**src/rtl/bf_stdout_uart_tx.sv**
```systemverilog
// bf_stdout_uart_tx: stdout byte buffer and UART serializer for the brainfuck core.
// Bytes strobed in on in_valid/in_ready land in a FIFO. They leave as 8N1 frames,
// LSB first, on uart_tx_pin.
// Optional feature macro: UART_TX_PARITY_EN. When it is defined, an even-parity bit is
// inserted between the data bits and the stop bit, giving 11-bit frames.
module bf_stdout_uart_tx #(
  parameter int BAUD_DIV   = 104,
  parameter int FIFO_DEPTH = 16,
  parameter int ADDR_W     = $clog2(FIFO_DEPTH)
) (
  input  logic            clk,
  input  logic            rst_n,
  input  logic [7:0]      in_data,
  input  logic            in_valid,
  output logic            in_ready,
  output logic            uart_tx_pin,
  output logic            busy,
  output logic            overflow,
  output logic [ADDR_W:0] fifo_level
);

  localparam logic [15:0]       BAUD_RELOAD = 16'(BAUD_DIV - 1);
  localparam logic [ADDR_W:0]   FULL_LEVEL  = (ADDR_W + 1)'(FIFO_DEPTH);
  localparam logic [ADDR_W:0]   LEVEL_ONE   = (ADDR_W + 1)'(1);
  localparam logic [ADDR_W:0]   LEVEL_ZERO  = {(ADDR_W + 1){1'b0}};
  localparam logic [ADDR_W-1:0] PTR_ONE     = ADDR_W'(1);
  localparam logic [ADDR_W-1:0] PTR_ZERO    = {ADDR_W{1'b0}};

`ifdef UART_TX_PARITY_EN
  typedef enum logic [2:0] {
    S_IDLE   = 3'd0,
    S_START  = 3'd1,
    S_DATA   = 3'd2,
    S_PARITY = 3'd3,
    S_STOP   = 3'd4
  } state_e;

  // Even parity: the bit makes the total count of ones in data plus parity even.
  function automatic logic even_parity(input logic [7:0] d);
    return ^d;
  endfunction
`else
  typedef enum logic [1:0] {
    S_IDLE  = 2'd0,
    S_START = 2'd1,
    S_DATA  = 2'd2,
    S_STOP  = 2'd3
  } state_e;
`endif

  logic [7:0]        mem_q [FIFO_DEPTH];
  logic [ADDR_W-1:0] wr_ptr_q, rd_ptr_q;
  logic [ADDR_W:0]   level_q, level_d;
  logic              in_ready_q;
  logic              overflow_q;
  state_e            state_q;
  logic [15:0]       cnt_q;
  logic [2:0]        bit_idx_q;
  logic [7:0]        shift_q;
  logic              tx_q;
`ifdef UART_TX_PARITY_EN
  logic              parity_q;
`endif

  logic              push_s;
  logic              pop_s;
  logic              bit_end_s;
  logic [7:0]        head_s;

  // Handshake, pop decision and next FIFO occupancy.
  // The frame engine pops from IDLE, or at the last cycle of STOP, so frames run back to back.
  always_comb begin
    push_s    = in_valid && in_ready_q;
    bit_end_s = (cnt_q == 16'd0);
    head_s    = mem_q[rd_ptr_q];
    pop_s     = (level_q != LEVEL_ZERO) &&
                ((state_q == S_IDLE) || ((state_q == S_STOP) && bit_end_s));
    case ({push_s, pop_s})
      2'b10:   level_d = level_q + LEVEL_ONE;
      2'b01:   level_d = level_q - LEVEL_ONE;
      default: level_d = level_q;
    endcase
  end

  // FIFO storage. The contents need no reset because the pointers define validity.
  always_ff @(posedge clk) begin
    if (push_s) begin
      mem_q[wr_ptr_q] <= in_data;
    end
  end

  // FIFO pointers, occupancy, registered ready, and the sticky overflow flag.
  // Ready looks only at the next level, so a pop cannot open a slot for a write in the same cycle.
  always_ff @(posedge clk or negedge rst_n) begin
    if (!rst_n) begin
      wr_ptr_q   <= PTR_ZERO;
      rd_ptr_q   <= PTR_ZERO;
      level_q    <= LEVEL_ZERO;
      in_ready_q <= 1'b1;
      overflow_q <= 1'b0;
    end else begin
      if (push_s) begin
        wr_ptr_q <= wr_ptr_q + PTR_ONE;
      end
      if (pop_s) begin
        rd_ptr_q <= rd_ptr_q + PTR_ONE;
      end
      level_q    <= level_d;
      in_ready_q <= (level_d != FULL_LEVEL);
      overflow_q <= overflow_q | (in_valid & ~in_ready_q);
    end
  end

  // Frame FSM with baud down-counter. The pin register follows the state of the previous cycle,
  // so each bit stays on the pin for exactly BAUD_DIV cycles, one cycle behind the FSM.
  always_ff @(posedge clk or negedge rst_n) begin
    if (!rst_n) begin
      state_q   <= S_IDLE;
      cnt_q     <= 16'd0;
      bit_idx_q <= 3'd0;
      shift_q   <= 8'd0;
      tx_q      <= 1'b1;
`ifdef UART_TX_PARITY_EN
      parity_q  <= 1'b0;
`endif
    end else begin
      case (state_q)
        S_START:  tx_q <= 1'b0;
        S_DATA:   tx_q <= shift_q[0];
`ifdef UART_TX_PARITY_EN
        S_PARITY: tx_q <= parity_q;
`endif
        default:  tx_q <= 1'b1;
      endcase

      case (state_q)
        S_IDLE: begin
          if (pop_s) begin
            shift_q  <= head_s;
`ifdef UART_TX_PARITY_EN
            parity_q <= even_parity(head_s);
`endif
            cnt_q    <= BAUD_RELOAD;
            state_q  <= S_START;
          end
        end
        S_START: begin
          if (bit_end_s) begin
            cnt_q     <= BAUD_RELOAD;
            bit_idx_q <= 3'd0;
            state_q   <= S_DATA;
          end else begin
            cnt_q <= cnt_q - 16'd1;
          end
        end
        S_DATA: begin
          if (bit_end_s) begin
            cnt_q   <= BAUD_RELOAD;
            shift_q <= {1'b0, shift_q[7:1]};
            if (bit_idx_q == 3'd7) begin
`ifdef UART_TX_PARITY_EN
              state_q <= S_PARITY;
`else
              state_q <= S_STOP;
`endif
            end else begin
              bit_idx_q <= bit_idx_q + 3'd1;
            end
          end else begin
            cnt_q <= cnt_q - 16'd1;
          end
        end
`ifdef UART_TX_PARITY_EN
        S_PARITY: begin
          if (bit_end_s) begin
            cnt_q   <= BAUD_RELOAD;
            state_q <= S_STOP;
          end else begin
            cnt_q <= cnt_q - 16'd1;
          end
        end
`endif
        S_STOP: begin
          if (bit_end_s) begin
            if (pop_s) begin
              shift_q  <= head_s;
`ifdef UART_TX_PARITY_EN
              parity_q <= even_parity(head_s);
`endif
              cnt_q    <= BAUD_RELOAD;
              state_q  <= S_START;
            end else begin
              state_q <= S_IDLE;
            end
          end else begin
            cnt_q <= cnt_q - 16'd1;
          end
        end
        default: state_q <= S_IDLE;
      endcase
    end
  end

  assign in_ready    = in_ready_q;
  assign uart_tx_pin = tx_q;
  assign overflow    = overflow_q;
  assign fifo_level  = level_q;
  assign busy        = (state_q != S_IDLE) || (level_q != LEVEL_ZERO);

endmodule

```
**config.mk**
```make
export PLATFORM = sky130hd
export DESIGN_NAME = bf_stdout_uart_tx
export DESIGN_NICKNAME = d
export VERILOG_FILES = /design/src/rtl/bf_stdout_uart_tx.sv
export SDC_FILE = /design/constraint.sdc
export NUM_CORES = 1
export LEC_CHECK = 0
export ABC_CLOCK_PERIOD_IN_PS = 3600
export CAP_MARGIN = 15
export CORE_UTILIZATION = 34
export CTS_CLUSTER_DIAMETER = 100
export CTS_CLUSTER_SIZE = 20
export DETAILED_ROUTE_END_ITERATION = 10
export PLACE_DENSITY = 0.46
export SYNTH_ARGS = -nofsm -noshare
export SYNTH_HDL_FRONTEND = slang
export SYNTH_SLANG_ARGS = --single-unit
```
**constraint.sdc**
```tcl
create_clock -name clk -period 3.6 [get_ports clk]
set_clock_uncertainty 0.05 [all_clocks]
set_input_delay 0.54 -clock clk [delete_from_list [all_inputs] [get_ports clk]]
set_output_delay 0.54 -clock clk [all_outputs]
set_load 0.01 [all_outputs]
```
# After elaboration in Yosys (flattened, before gate mapping)
# Memories as Yosys holds them, arrays and structs flattened.
# Index checks and enable logic that the tools add are counted.
[totals] reg_bits=45 mem_bits_rw=128 input_bits=11 output_inout_bits=9 word_cells=71 mem_count=1
[classes] addsub=6 n_eq_ne=13 mux=23 n_bitwise=3 n_reduce_logical=15
[memory_table] name="mem_q" words=16 width=8 read_ports=1 rd_ports_with_merged_regs=0 wr=1 line="51" text="logic [7:0] mem_q [FIFO_DEPTH];"
[op_table] op="16-bit two-way mux" n=3
[op_table] op="16-bit case mux with 3 select lines" n=1
[op_table] op="8-bit two-way mux" n=3
[op_table] op="8-bit case mux with 3 select lines" n=1
[op_table] op="16-bit zero test" n=1
[op_table] op="16-bit by 1-bit subtractor with 16-bit output, second input constant" n=1
[op_table] op="2-bit inequality test, second input constant" n=6
[op_table] op="2-bit two-way mux" n=5
[op_table] op="5-bit case mux with 2 select lines" n=1
[op_table] op="3-bit two-way mux" n=3
[op_table] op="4-bit by 1-bit adder with 4-bit output, second input constant" n=2
[op_table] op="2-bit case mux with 4 select lines" n=1
[op_table] op="2-bit == test, second input constant" n=3
[op_table] op="3-bit case mux with 2 select lines" n=1
[op_table] op="5-bit by 1-bit adder with 5-bit output, second input constant" n=1
[op_table] op="5-bit inequality test, second input constant" n=1
[op_table] op="5-bit AND reduction" n=1
[op_table] op="5-bit nonzero test" n=1
[op_table] op="5-bit by 1-bit subtractor with 5-bit output, second input constant" n=1
[op_table] op="2-bit by 1-bit == test with 1-bit output, second input constant" n=2
[op_table] op="4-bit AND reduction" n=1
[op_table] op="2-bit nonzero test" n=2
[op_table] op="3-bit by 1-bit adder with 3-bit output, second input constant" n=1
[op_table] op="3-bit == test, second input constant" n=1
[op_table] op="11 further kinds" n=16

# Longest topological paths before layout
# Gate-level depths: netlist of run 1.
[depth] depth_word=7 mapped_depth=16 depth_no_buf=14

# Worst setup path after synthesis of run 1
# OpenSTA, ideal clock, no wires.
[synth_timing] kind="reg-to-reg" start="reg cnt_q[0]" end="reg in_ready_q (netlist: in_ready)" setup_time_ns=0.091 arrival_time_ns=3.154 t_required_ns=3.459 path_slack_ns=0.305 stages_incl_launch_ff=17 path_buffers=2 synth_period_minus_slack_ns=3.295 cell_sequence="dfrtp_1 -> inv_1 -> ha_1 -> nor4b_1 -> nand4_1 -> a21o_1 -> buf_6 -> clkinv_2 -> ha_1 -> clkbuf_1 -> xor2_1 -> ha_1 -> or3b_2 -> a21oi_1 -> o21ai_0 -> xnor2_1 -> nand4bb_1"
[synth_via] elab_chain_cells=7 word_cells_on_any_way=8 cone_classes="3 x eq/ne; 1 x mux; 4 x reduce/logical"
[synth_lines] item="start: declaration" line="57" text="logic [15:0] cnt_q;"
[synth_lines] item="start signal: assignment" line="153" text="cnt_q <= cnt_q - 16'd1;"
[synth_lines] item="start signal: assignment" line="170" text="cnt_q <= cnt_q - 16'd1;"
[synth_lines] item="start signal: assignment" line="196" text="cnt_q <= cnt_q - 16'd1;"
[synth_lines] item="16-bit zero test *" line="74" text="bit_end_s = (cnt_q == 16'd0);"
[synth_lines] item="1-bit logical AND *" line="77" text="((state_q == S_IDLE) || ((state_q == S_STOP) && bit_end_s));"
[synth_lines] item="1-bit logical OR *" line="77"
[synth_lines] item="1-bit logical AND *" line="76" text="pop_s = (level_q != LEVEL_ZERO) &&"
[synth_lines] item="net pop_s" line="66" text="logic pop_s;"
[synth_lines] item="2-bit by 1-bit == test with 1-bit output / 2-bit == test (equally long branches)" line="78" text="case ({push_s, pop_s})"
[synth_lines] item="5-bit case mux with 2 select lines *" line="78"
[synth_lines] item="net level_d[4]" line="53" text="logic [ADDR_W:0] level_q, level_d;"
[synth_lines] item="5-bit inequality test *" line="109" text="in_ready_q <= (level_d != FULL_LEVEL);"
[synth_lines] item="end signal: assignment" line="109"
[synth_lines] item="end: declaration" line="54" text="logic in_ready_q;"
# The timed path passes the listed nets; every way through them passes the cells marked *.
# A chain may end at the register's enable or synchronous reset.

# Worst setup path after layout of run 1
# Ends and elaborated chain as after synthesis.

==> results of run 1 <==
metal layers:
metal / wire length (um) / vias to the layer above / track usage
li1: - / 1966 / -
met1: 7610 / 2152 / 0.2102
met2: 8347 / 77 / 0.2665
met3: 576 / 20 / 0.03614
met4: 297 / 0 / 0.05300
met5: 0 / - / 0
synthesized netlist by cell type (all sizes together), types with 2 or more instances:
library cell and instances:
inv 11, nor2 18, mux4 27, nand3 18, edfxtp 128, clkbuf 8, nand3b 4, or3b 2
o22ai 2, xor2 5, a21oi 13, o21ai 9, nand4bb 2, nor4b 2, ha 16, nand4 7
o211ai 7, nor3 10, dfstp 2, o221a 3, xnor2 8, buf 10, nand2 28, a32oi 4
a31oi 4, or2 3, nand2b 2, a2bb2oi 2, dfrtp 43, nor3b 3, or3 3, or4 3
nor4 3, mux2 12, a22oi 8, nor2b 3, and3 7, mux2i 11, a211o 2, and2 16
a21o 3, o22a 3
logic make-up after synthesis:
logic type,after synthesis,share of synthesized area
buf+inv,30,0.01793
mux,50,0.1132
fa+ha+maj,16,0.02656
simple gates,135,0.1011
flops,173,0.6597
compound gates,68,0.06640
xor+xnor,13,0.01511
how the worst min path moves through the flow:
stage                   from            to  slack (ps)  cells past startpoint
floorplan              rst_n  bit_idx_q[0]         190                      0
global placement    overflow      overflow         390                      1
detailed placement  overflow      overflow         390                      1
CTS                    rst_n     cnt_q[10]         110                      1
global route           rst_n     cnt_q[10]         140                      1
finish                 rst_n     cnt_q[10]          90                      1
area by class of cell:
cell class,instances,area [sq um],share of cell area
clock buffer,18,439.2,0.05069
clock inverter,14,168.9,0.01949
multi-input combinational,282,2436,0.2812
tap,280,350.3,0.04043
timing repair buffer,26,250.2,0.02888
inverter,12,46.29,0.005343
sequential,173,4974,0.5740
flip-flops by register name, summed over array words and instances, names as in the netlist:
name / flops
bit_idx_q: 3
cnt_q: 16
fifo_level: 5
in_ready: 1
mem_q: 128
overflow: 1
rd_ptr_q: 4
shift_q: 8
state_q: 2
uart_tx_pin: 1
wr_ptr_q: 4
metrics by stage:
stage	cells	utilization	setup slack (ps)	instance area (sq um)
finish	805	0.3983	413.4	8665
global route	805	0.3983	155.6	8665
CTS	805	0.3980	261.1	8658
detailed placement	773	0.3700	264.8	8050
global placement	773	0.3700	362.3	8050
floorplan	485	-	305.1	7537
critical path: stages, from the launching register on:
cell,delay (ps)
dfrtp_1,420
inv_1,70
ha_1,200
nor4b_2,320
nand4_1,180
a21o_1,250
clkinv_2,100
ha_1,190
xor2_1,70
ha_1,240
or3b_2,450
a21oi_1,140
o21ai_0,110
xnor2_1,180
nand4bb_1,120
power by group through the flow:
stage               logic [mW]  clock network [mW]  registers [mW]
CTS                       2.80                1.93            2.95
finish                    2.75                1.89            2.95
global placement          2.77                   0            2.97
global route              3.04                1.99            3.01
floorplan                 2.07                   0            2.83
detailed placement        2.79                   0            2.99
==> impl_results.md, run 1 <==
- Drt wl/cell: ~21 um
- Hold Path Class: in -> async
- Reg2reg setup slack: between 400 and 500 ps
- CTS Sinks: 173
- Yosys top cell by area: edfxtp_1
- Area growth syn-to-layout: 14.96%
- H-tree lvl count: 4
- Synth area leaders: edfxtp_1 51%, dfrtp_1 14%, mux4_2 8.1%
- Final period util: 0.8852
- Worst slew pin tran: 1115 ps
- Diodes inserted: 0
- Core Region: around 22000 sq um
- CP max FO: 6
- Drt drc: 0
- Count of input and output buffers: 19
- Gr ovfl total: 0
- Crit. Startpoint: cnt_q[0]
- Main synth FF type: edfxtp_1
- Drt first-iter violations: 206
- Pins Over Slew Limit: 0
- Vias in the first global route: ~4300
- Leak Pwr: between 3 and 4 nW
- Total CTS buffers: 17
- Min Tclk post-route: 3187 ps
- First-pass GRT wire length: about 26 mm
- DIE WIDTH: 150.9 um
- Final number of hold-violating endpoints: 0
- EDFF count, synth: 128
- Drt first pass iters: 4
- Share of cells above drive strength 1: 0.1981
- Worst Reg-to-Reg Cells: 14
- Hold Slack: 94.06 ps
- Mapped Area: 7537 sq um
- Die ar.: 22770 sq um
- Root buf cell: clkbuf_16
- Post-synthesis sequential area ratio: 0.6597
- Critical path startpoint category: flip-flop
- RSZ-0062 raised after global routing: no
- CTS tree: done
- Avg Inst Size Synth: 15.54 sq um
- Final antenna-violating net count: 0
- Final setup TNS: 0 ps
- Reg2reg end: in_ready
- Synth cell types: 63
- Most frequent cells in the layout: 128 x edfxtp_1, 42 x dfrtp_1, 28 x nand2_1
- Clock power share: 0.249
- Commonest non-fill, non-tap cell in the layout: edfxtp_1
- End point of the critical path: in_ready
- PwrDens: 875.7 nW/um^2
- Fillers: 2018
- Pwr Total: 7.587 mW
- IO Count: 20
- Peak VDD IR: around 340 uV
- Combinational Power Share: 0.362
- Dpl hpwl: 11.17 mm
- Initial Util: 0.3464
- Largest net degree at the start of global routing: 41
- Row count: between 50 and 60
- Synth Instances: 485
- Critical R2R Launch: cnt_q[0]
- Setup violators final: 0
- Die Span Y: roughly 150 um
- Final #Nets: 539
- Via density: 5.236
- Rel. slew slack: 0.2566
- Hold buffers post-CTS: 0
- Setup CP Type: reg -> reg
- WL final: 16.83 mm
- Sequential share of power: 0.389
- GP Congestion: 0.7831
- Max Clk Rate: 313.8 MHz
- FFs w/ async S/R, synth: 0.2601
- All-Layer GR Usage: 0.1615
- Max clock buf depth: 2
- Critical path required time: a little under 4000 ps
- Outcome: finished clean
- Vias: 4215
- Clock slew at reported path FFs: 70 ps
- Top cell type's share of synthesized area: 0.5100
- Syn_nets: 512
- Max-cap violations: 0
- Clock latency on the worst-skew pair: 440 ps
- Postcts setup bufs: 0
- Internal power: slightly below 5 mW
- Post-synthesis register bit count: 173
- Post-CTS sizing: 0
- YS warnings: 0
- Switch share: 0.3644
- Switching power: 2.765 mW
- Critical Path Sink Type: flip-flop
- Worst path arrival time: 3480 ps
- Initial antenna violation count: 0
Power figures use the tool's default switching activity.
==> inputs of run 2 (changes only) <==
--- a/config.mk
+++ b/config.mk
@@ -7,11 +7,10 @@
 export LEC_CHECK = 0
 export ABC_CLOCK_PERIOD_IN_PS = 3600
 export CAP_MARGIN = 15
-export CORE_UTILIZATION = 34
+export CORE_UTILIZATION = 60
 export CTS_CLUSTER_DIAMETER = 100
-export CTS_CLUSTER_SIZE = 20
 export DETAILED_ROUTE_END_ITERATION = 10
-export PLACE_DENSITY = 0.46
+export PLACE_DENSITY = 0.75
 export SYNTH_ARGS = -nofsm -noshare
 export SYNTH_HDL_FRONTEND = slang
 export SYNTH_SLANG_ARGS = --single-unit
==> run 2 against run 1 <==
Compared with the run above:
- clock power down 7%
- final cell count down 14%
- hold slack better by 310 ps
- final area down 1.7%
- fmax down 3.4%
- critical endpoint unchanged
- clock-buffer cell count down 1
- core utilization up 30 points
- register-to-register slack worse by 110 ps
- largest cell class unchanged
- sequential power up 1%
==> impl_results.md, run 2 (synthesis results as in run 1) <==
- Reg2reg end: in_ready (unchanged)
- WL final: 15.76 mm (was 16.83 mm)
- FF+latch area: 4974 sq um (unchanged)
- Core Region: 12110 sq um (was 21760 sq um)
- Share of cells above drive strength 1: 0.1970 (was 0.1981)
- CP max FO: 6 (unchanged)
- Area growth syn-to-layout: 12.98% (was 14.96%)
- Max Clk Rate: 303.1 MHz (was 313.8 MHz)
- Die ar.: 13010 sq um (was 22770 sq um)
- Root buf cell: clkbuf_16 (unchanged)
- End point of the critical path: in_ready (unchanged)
- Met3 Use GR: 0.05611 (was 0.03614)
- Setup CP Type: reg -> reg (unchanged)
- Worst setup margin: 300.4 ps (was 413.4 ps)
- Final antenna-violating net count: 0 (unchanged)
- Max clock buf depth: 2 (unchanged)
- Worst path arrival time: 3600 ps (was 3480 ps)
- Dpl hpwl: 10.21 mm (was 11.17 mm)
- Top Registers: mem_q (128), cnt_q (16), shift_q (8) (unchanged)
- Area of the multi-input gates: 2436 sq um (unchanged)
- Fillers: 821 (was 2018)
- Pins Over Slew Limit: 0 (unchanged)
- Pwr Total: 7.489 mW (was 7.587 mW)
- Hold Path Class: reg -> reg (was in -> async)
- Fin util: 0.7031 (was 0.3983)
- Die Span Y: 114.1 um (was 150.9 um)
- Max-cap violations: 0 (unchanged)
- RSZ-0062 raised after global routing: no (unchanged)
- First-pass GRT wire length: 24.97 mm (was 26.32 mm)
- CTS Sinks: 173 (unchanged)
- Drt wl/cell: 22.65 um (was 20.91 um)
- Final period util: 0.9166 (was 0.8852)
- Leak Pwr: 3.091 nW (was 3.082 nW)
- CTS tree: done (unchanged)
- Final setup TNS: 0 ps (unchanged)
- Vias in the first global route: 4471 (was 4345)
- Gr ovfl total: 0 (unchanged)
- Commonest non-fill, non-tap cell in the layout: edfxtp_1 (unchanged)
- Worst Reg-to-Reg Cells: 12 (was 14)
- Min Tclk post-route: 3300 ps (was 3187 ps)
- Clock slew at reported path FFs: 70 ps (about the same)
- H-tree lvl count: 4 (unchanged)
- Postcts setup bufs: 0 (unchanged)
- Vias: 4399 (was 4215)
- Row count: 40 (was 54)
- Largest net degree at the start of global routing: 46 (was 41)
- Met2 GRT Util: 0.4404 (was 0.2665)
- Hold Slack: 407.3 ps (was 94.06 ps)
- Clock latency on the worst-skew pair: 430 ps (was 440 ps)
- Most frequent cells in the layout: 128 x edfxtp_1, 42 x dfrtp_1, 28 x nand2_1 (unchanged)
- DIE WIDTH: 114.1 um (was 150.9 um)
- Worst slew pin tran: 795.5 ps (was 1115 ps)
- Diodes inserted: 0 (unchanged)
- Total CTS buffers: 17 (unchanged)
- GR Util met1: 0.3520 (was 0.2102)
- Initial Util: 0.6223 (was 0.3464)
- Crit. Startpoint: cnt_q[13] (was cnt_q[0])
- Critical R2R Launch: cnt_q[13] (was cnt_q[0])
- GR peak layer: met2 (unchanged)
- Drt first pass iters: 4 (unchanged)
- Setup violators final: 0 (unchanged)
- All-Layer GR Usage: 0.2685 (was 0.1615)
- Pre-CTS setup slack: 273.3 ps (was 264.8 ps)
- IO Count: 20 (unchanged)
- Peak VDD IR: 473.2 uV (was 343.8 uV)
- Final number of hold-violating endpoints: 0 (unchanged)
- Reg with most FFs: mem_q (unchanged)
- Rel. slew slack: 0.4697 (was 0.2566)
- Final #Nets: 542 (was 539)
- GP Congestion: 0.8406 (was 0.7831)
- Critical Path Sink Type: flip-flop (unchanged)
- PwrDens: 879.4 nW/um^2 (was 875.7 nW/um^2)
- Critical path required time: 3900 ps (was 3890 ps)
- Drt drc: 0 (unchanged)
- Count of input and output buffers: 19 (unchanged)
- Drt first-iter violations: 333 (was 206)
- Outcome: finished clean (unchanged)
- Max FFs per register: 128 (unchanged)
- Initial antenna violation count: 0 (unchanged)
- Reg2reg setup slack: 300 ps (was 410 ps)
- Critical path startpoint category: flip-flop (unchanged)
- Via density: 6.320 (was 5.236)
==> run 2: timing repair <==
item,4_1_cts,5_1_grt
resized for setup,0,1
hold endpoints to repair,0,12
hold buffers,0,1
endpoints found under the setup margin,0,1
==> run 2: routing by layer <==
layer	vias to the layer above	wire length, um
met3	32	1121
met1	2242	6206
met2	165	8074
li1	1960	-
met5	-	0
met4	0	361
==> run 2: final cells by class <==
class                   instances  share of cell area
clock buffers                  17             0.04996
flip-flops and latches        173              0.5840
inverters                      12            0.005436
clock inverters                15             0.01602
well taps                     168             0.02468
multi-input cells             282              0.2861
repair buffers                 29             0.03379
==> run 2: power breakdown <==
group	internal, mW	switching, mW
registers	2.56	0.427
clock network	0.965	0.792
logic	1.27	1.48
==> run 2: critical path: stages (launching register included) <==
cell and delay, ps:
dfrtp_1 430, nor4_1 590, nand4_1 200, a21o_1 250, clkinv_2 100, ha_1 200, xor2_1 80, ha_1 250
or3b_2 460, a21oi_1 170, o21ai_0 120, xnor2_1 190, nand4bb_1 120
==> run 2: worst min-delay path by stage <==
stage,startpoint,endpoint,slack [ps],cells after the start
floorplan,rst_n,bit_idx_q[0],190,0
global placement,overflow,overflow,390,1
detailed placement,overflow,overflow,400,1
CTS,rst_n,cnt_q[13],270,1
global route,overflow,overflow,420,1
finish,overflow,overflow,410,1
==> run 2: per-stage QoR <==
stage | area [sq um] | cells
2_1_floorplan | 7537 | 485
3_5_place_dp | 7918 | 662
6_report | 8516 | 696
5_1_grt | 8516 | 696
4_1_cts | 8479 | 694
3_3_place_gp | 7918 | 662
==> inputs of run 3 (changes only) <==
--- a/config.mk
+++ b/config.mk
@@ -11,6 +11,8 @@
 export CTS_CLUSTER_DIAMETER = 100
 export DETAILED_ROUTE_END_ITERATION = 10
 export PLACE_DENSITY = 0.75
+export RECOVER_POWER = 100
+export SKIP_LAST_GASP = 1
 export SYNTH_ARGS = -nofsm -noshare
 export SYNTH_HDL_FRONTEND = slang
 export SYNTH_SLANG_ARGS = --single-unit
==> run 3 against run 2 <==
Compared with the run above:
- the run now ends with capacitance limit, slew limit left
- combinational power down 3%
- clock power about the same
- via count about the same
- routed wire length rose by 0.19%
- global-route usage unchanged
- critical endpoint unchanged
- largest power group unchanged
==> impl_results.md, run 3 (synthesis results as in run 1) <==
- Drt wl/cell: 22.69 um (was 22.65 um)
- RSZ-0062 raised after global routing: no (unchanged)
- CTS tree: done (unchanged)
- GR peak layer: met2 (unchanged)
- Setup CP Type: reg -> reg (unchanged)
- Hold Slack: 401.9 ps (was 407.3 ps)
- Die ar.: 13010 sq um (unchanged)
- Drt drc: 0 (unchanged)
- Commonest non-fill, non-tap cell in the layout: edfxtp_1 (unchanged)
- Final period util: 0.9124 (was 0.9166)
- Gr ovfl total: 0 (unchanged)
- Largest net degree at the start of global routing: 46 (unchanged)
- Peak VDD IR: 472.2 uV (was 473.2 uV)
- Rel. slew slack: -0.1736 (was 0.4697)
- Drt first-iter violations: 410 (was 333)
- Initial Util: 0.6223 (unchanged)
- Most frequent cells in the layout: 128 x edfxtp_1, 42 x dfrtp_1, 28 x nand2_1 (unchanged)
- Final number of hold-violating endpoints: 0 (unchanged)
- Fillers: 834 (was 821)
- Via density: 6.323 (was 6.320)
- Combinational Power Share: 0.361 (was 0.367)
- Total CTS buffers: 17 (unchanged)
- Critical path required time: 3910 ps (was 3900 ps)
- Sequential share of power: 0.402 (was 0.399)
- CP max FO: 6 (unchanged)
- Initial antenna violation count: 0 (unchanged)
- Final setup TNS: 0 ps (unchanged)
- Max-cap violations: 1 (was 0)
- All-Layer GR Usage: 0.2685 (unchanged)
- Core Region: 12110 sq um (unchanged)
- Max clock buf depth: 2 (unchanged)
- Final design instance area without fill: 8461 sq um (was 8516 sq um)
- Reg2reg setup slack: 320 ps (was 300 ps)
- Area growth syn-to-layout: 12.25% (was 12.98%)
- Drt first pass iters: 5 (was 4)
- IO Count: 20 (unchanged)
- Worst setup margin: 315.3 ps (was 300.4 ps)
- Placement Cell Area: 7918 sq um (unchanged)
- Switch share: 0.3614 (was 0.3604)
- Outcome: complete, but fails checks (was finished clean)
- WL final: 15.79 mm (was 15.76 mm)
- Critical path startpoint category: flip-flop (unchanged)
- Root buf cell: clkbuf_16 (unchanged)
- Count of input and output buffers: 19 (unchanged)
- Share of cells above drive strength 1: 0.1742 (was 0.1970)
- Hold Path Class: reg -> reg (unchanged)
- Internal power: 4.732 mW (was 4.790 mW)
- Pins Over Slew Limit: 33 (was 0)
- GR Util met1: 0.3520 (unchanged)
- PwrDens: 875.8 nW/um^2 (was 879.4 nW/um^2)
- Min Tclk post-route: 3285 ps (was 3300 ps)
- Critical Path Sink Type: flip-flop (unchanged)
- Setup violators final: 0 (unchanged)
- Cell breakdown of the critical path: nor4_1 > nand4_1 > a21o_1 > clkinv_2 > ha_1 > xor2_1 > ha_1 > or3b_2 > a21oi_1 > o21ai_0 > xnor2_1 > nand4bb_1 (unchanged)
- Clock power share: 0.237 (was 0.235)
- Final antenna-violating net count: 0 (unchanged)
- Placed insts: 662 (unchanged)
- Switching power: 2.678 mW (was 2.699 mW)
- Postcts setup bufs: 0 (unchanged)
- GP Congestion: 0.8406 (unchanged)
- Clock slew at reported path FFs: 70 ps (about the same)
- Pre-CTS setup slack: 273.3 ps (unchanged)
- Diodes inserted: 0 (unchanged)
- Die Span Y: 114.1 um (unchanged)
- Max FFs per register: 128 (unchanged)
- Failing checks: capacitance limit, slew limit
- Leak Pwr: 3.044 nW (was 3.091 nW)
- Met3 Use GR: 0.05611 (unchanged)
- Final #Nets: 542 (unchanged)
- Final cell count without fillers: 696 (unchanged)
- Dpl hpwl: 10.21 mm (unchanged)
- Vias in the first global route: 4471 (unchanged)
- CTS Sinks: 173 (unchanged)
- Reg with most FFs: mem_q (unchanged)
- Cell mode on critical path: ha_1 (unchanged)
- Critical-path top delay cell: nor4_1 (unchanged)
- Worst path arrival time: 3590 ps (was 3600 ps)
- Clock latency on the worst-skew pair: 430 ps (about the same)
- H-tree lvl count: 4 (unchanged)
- DIE WIDTH: 114.1 um (unchanged)
- Row count: 40 (unchanged)
- Met2 GRT Util: 0.4404 (unchanged)
- Vias: 4401 (was 4399)
- Max Clk Rate: 304.4 MHz (was 303.1 MHz)
- Worst path max stage delay: 580 ps (was 590 ps)
- Worst slew pin tran: 1760 ps (was 795.5 ps)
- Top Registers: mem_q (128), cnt_q (16), shift_q (8) (unchanged)
- First-pass GRT wire length: 24.97 mm (unchanged)
## run 3: worst max-delay path: cells and delay by family, from the launching register on
family                     cells  cell delay [ps]
and+or+nand+nor                4             1360
AOI/OAI and AO/OA              3              540
adders and majority gates      2              450
DFF                            1              430
xor gates and xnor gates       2              270
buffers and inverters          1              110
## run 3: final timing paths
check / startpoint / to / cells after the start
min in group asynchronous: rst_n / cnt_q[5] / 2
setup / recovery: cnt_q[13] / in_ready / 12
hold reg to reg: overflow / overflow / 1
max in group asynchronous: rst_n / rd_ptr_q[0] / 3
hold / removal: overflow / overflow / 1
setup reg to reg: cnt_q[13] / in_ready / 12
## run 3: metrics by stage
step | total power, mW | utilization
floorplan | 4.903 | -
global placement | 5.615 | 0.6537
detailed placement | 5.698 | 0.6537
CTS | 7.489 | 0.7001
global route | 7.789 | 0.6986
finish | 7.410 | 0.6986
## run 3: what timing repair did
action | CTS | global route
endpoints found under the setup margin | 0 | 1
hold buffers | 0 | 1
gates resized for setup | 0 | 1
endpoints found under the hold margin | 0 | 12
## run 3: layout make-up
cell class	count	area, sq um	area share
clock buffer	17	425.4	0.05028
clock inverter	15	136.4	0.01612
inverter	12	46.29	0.005472
multi-input combinational	282	2414	0.2853
sequential	173	4974	0.5878
tap	168	210.2	0.02484
timing repair buffer	29	255.2	0.03017
## run 3: per-layer routing
layer  share of wire  vias up
li1                -     1967
met1            0.41     2243
met2            0.51      157
met3           0.062       34
met4           0.022        0
met5               0        -
## run 3: power by group through the flow
stage	clock network [mW]	registers, mW	logic, mW
global route	1.85	3.03	2.90
global placement	0	2.97	2.64
detailed placement	0	3.00	2.69
finish	1.76	2.98	2.67
CTS	1.78	2.97	2.74
floorplan	0	2.83	2.07
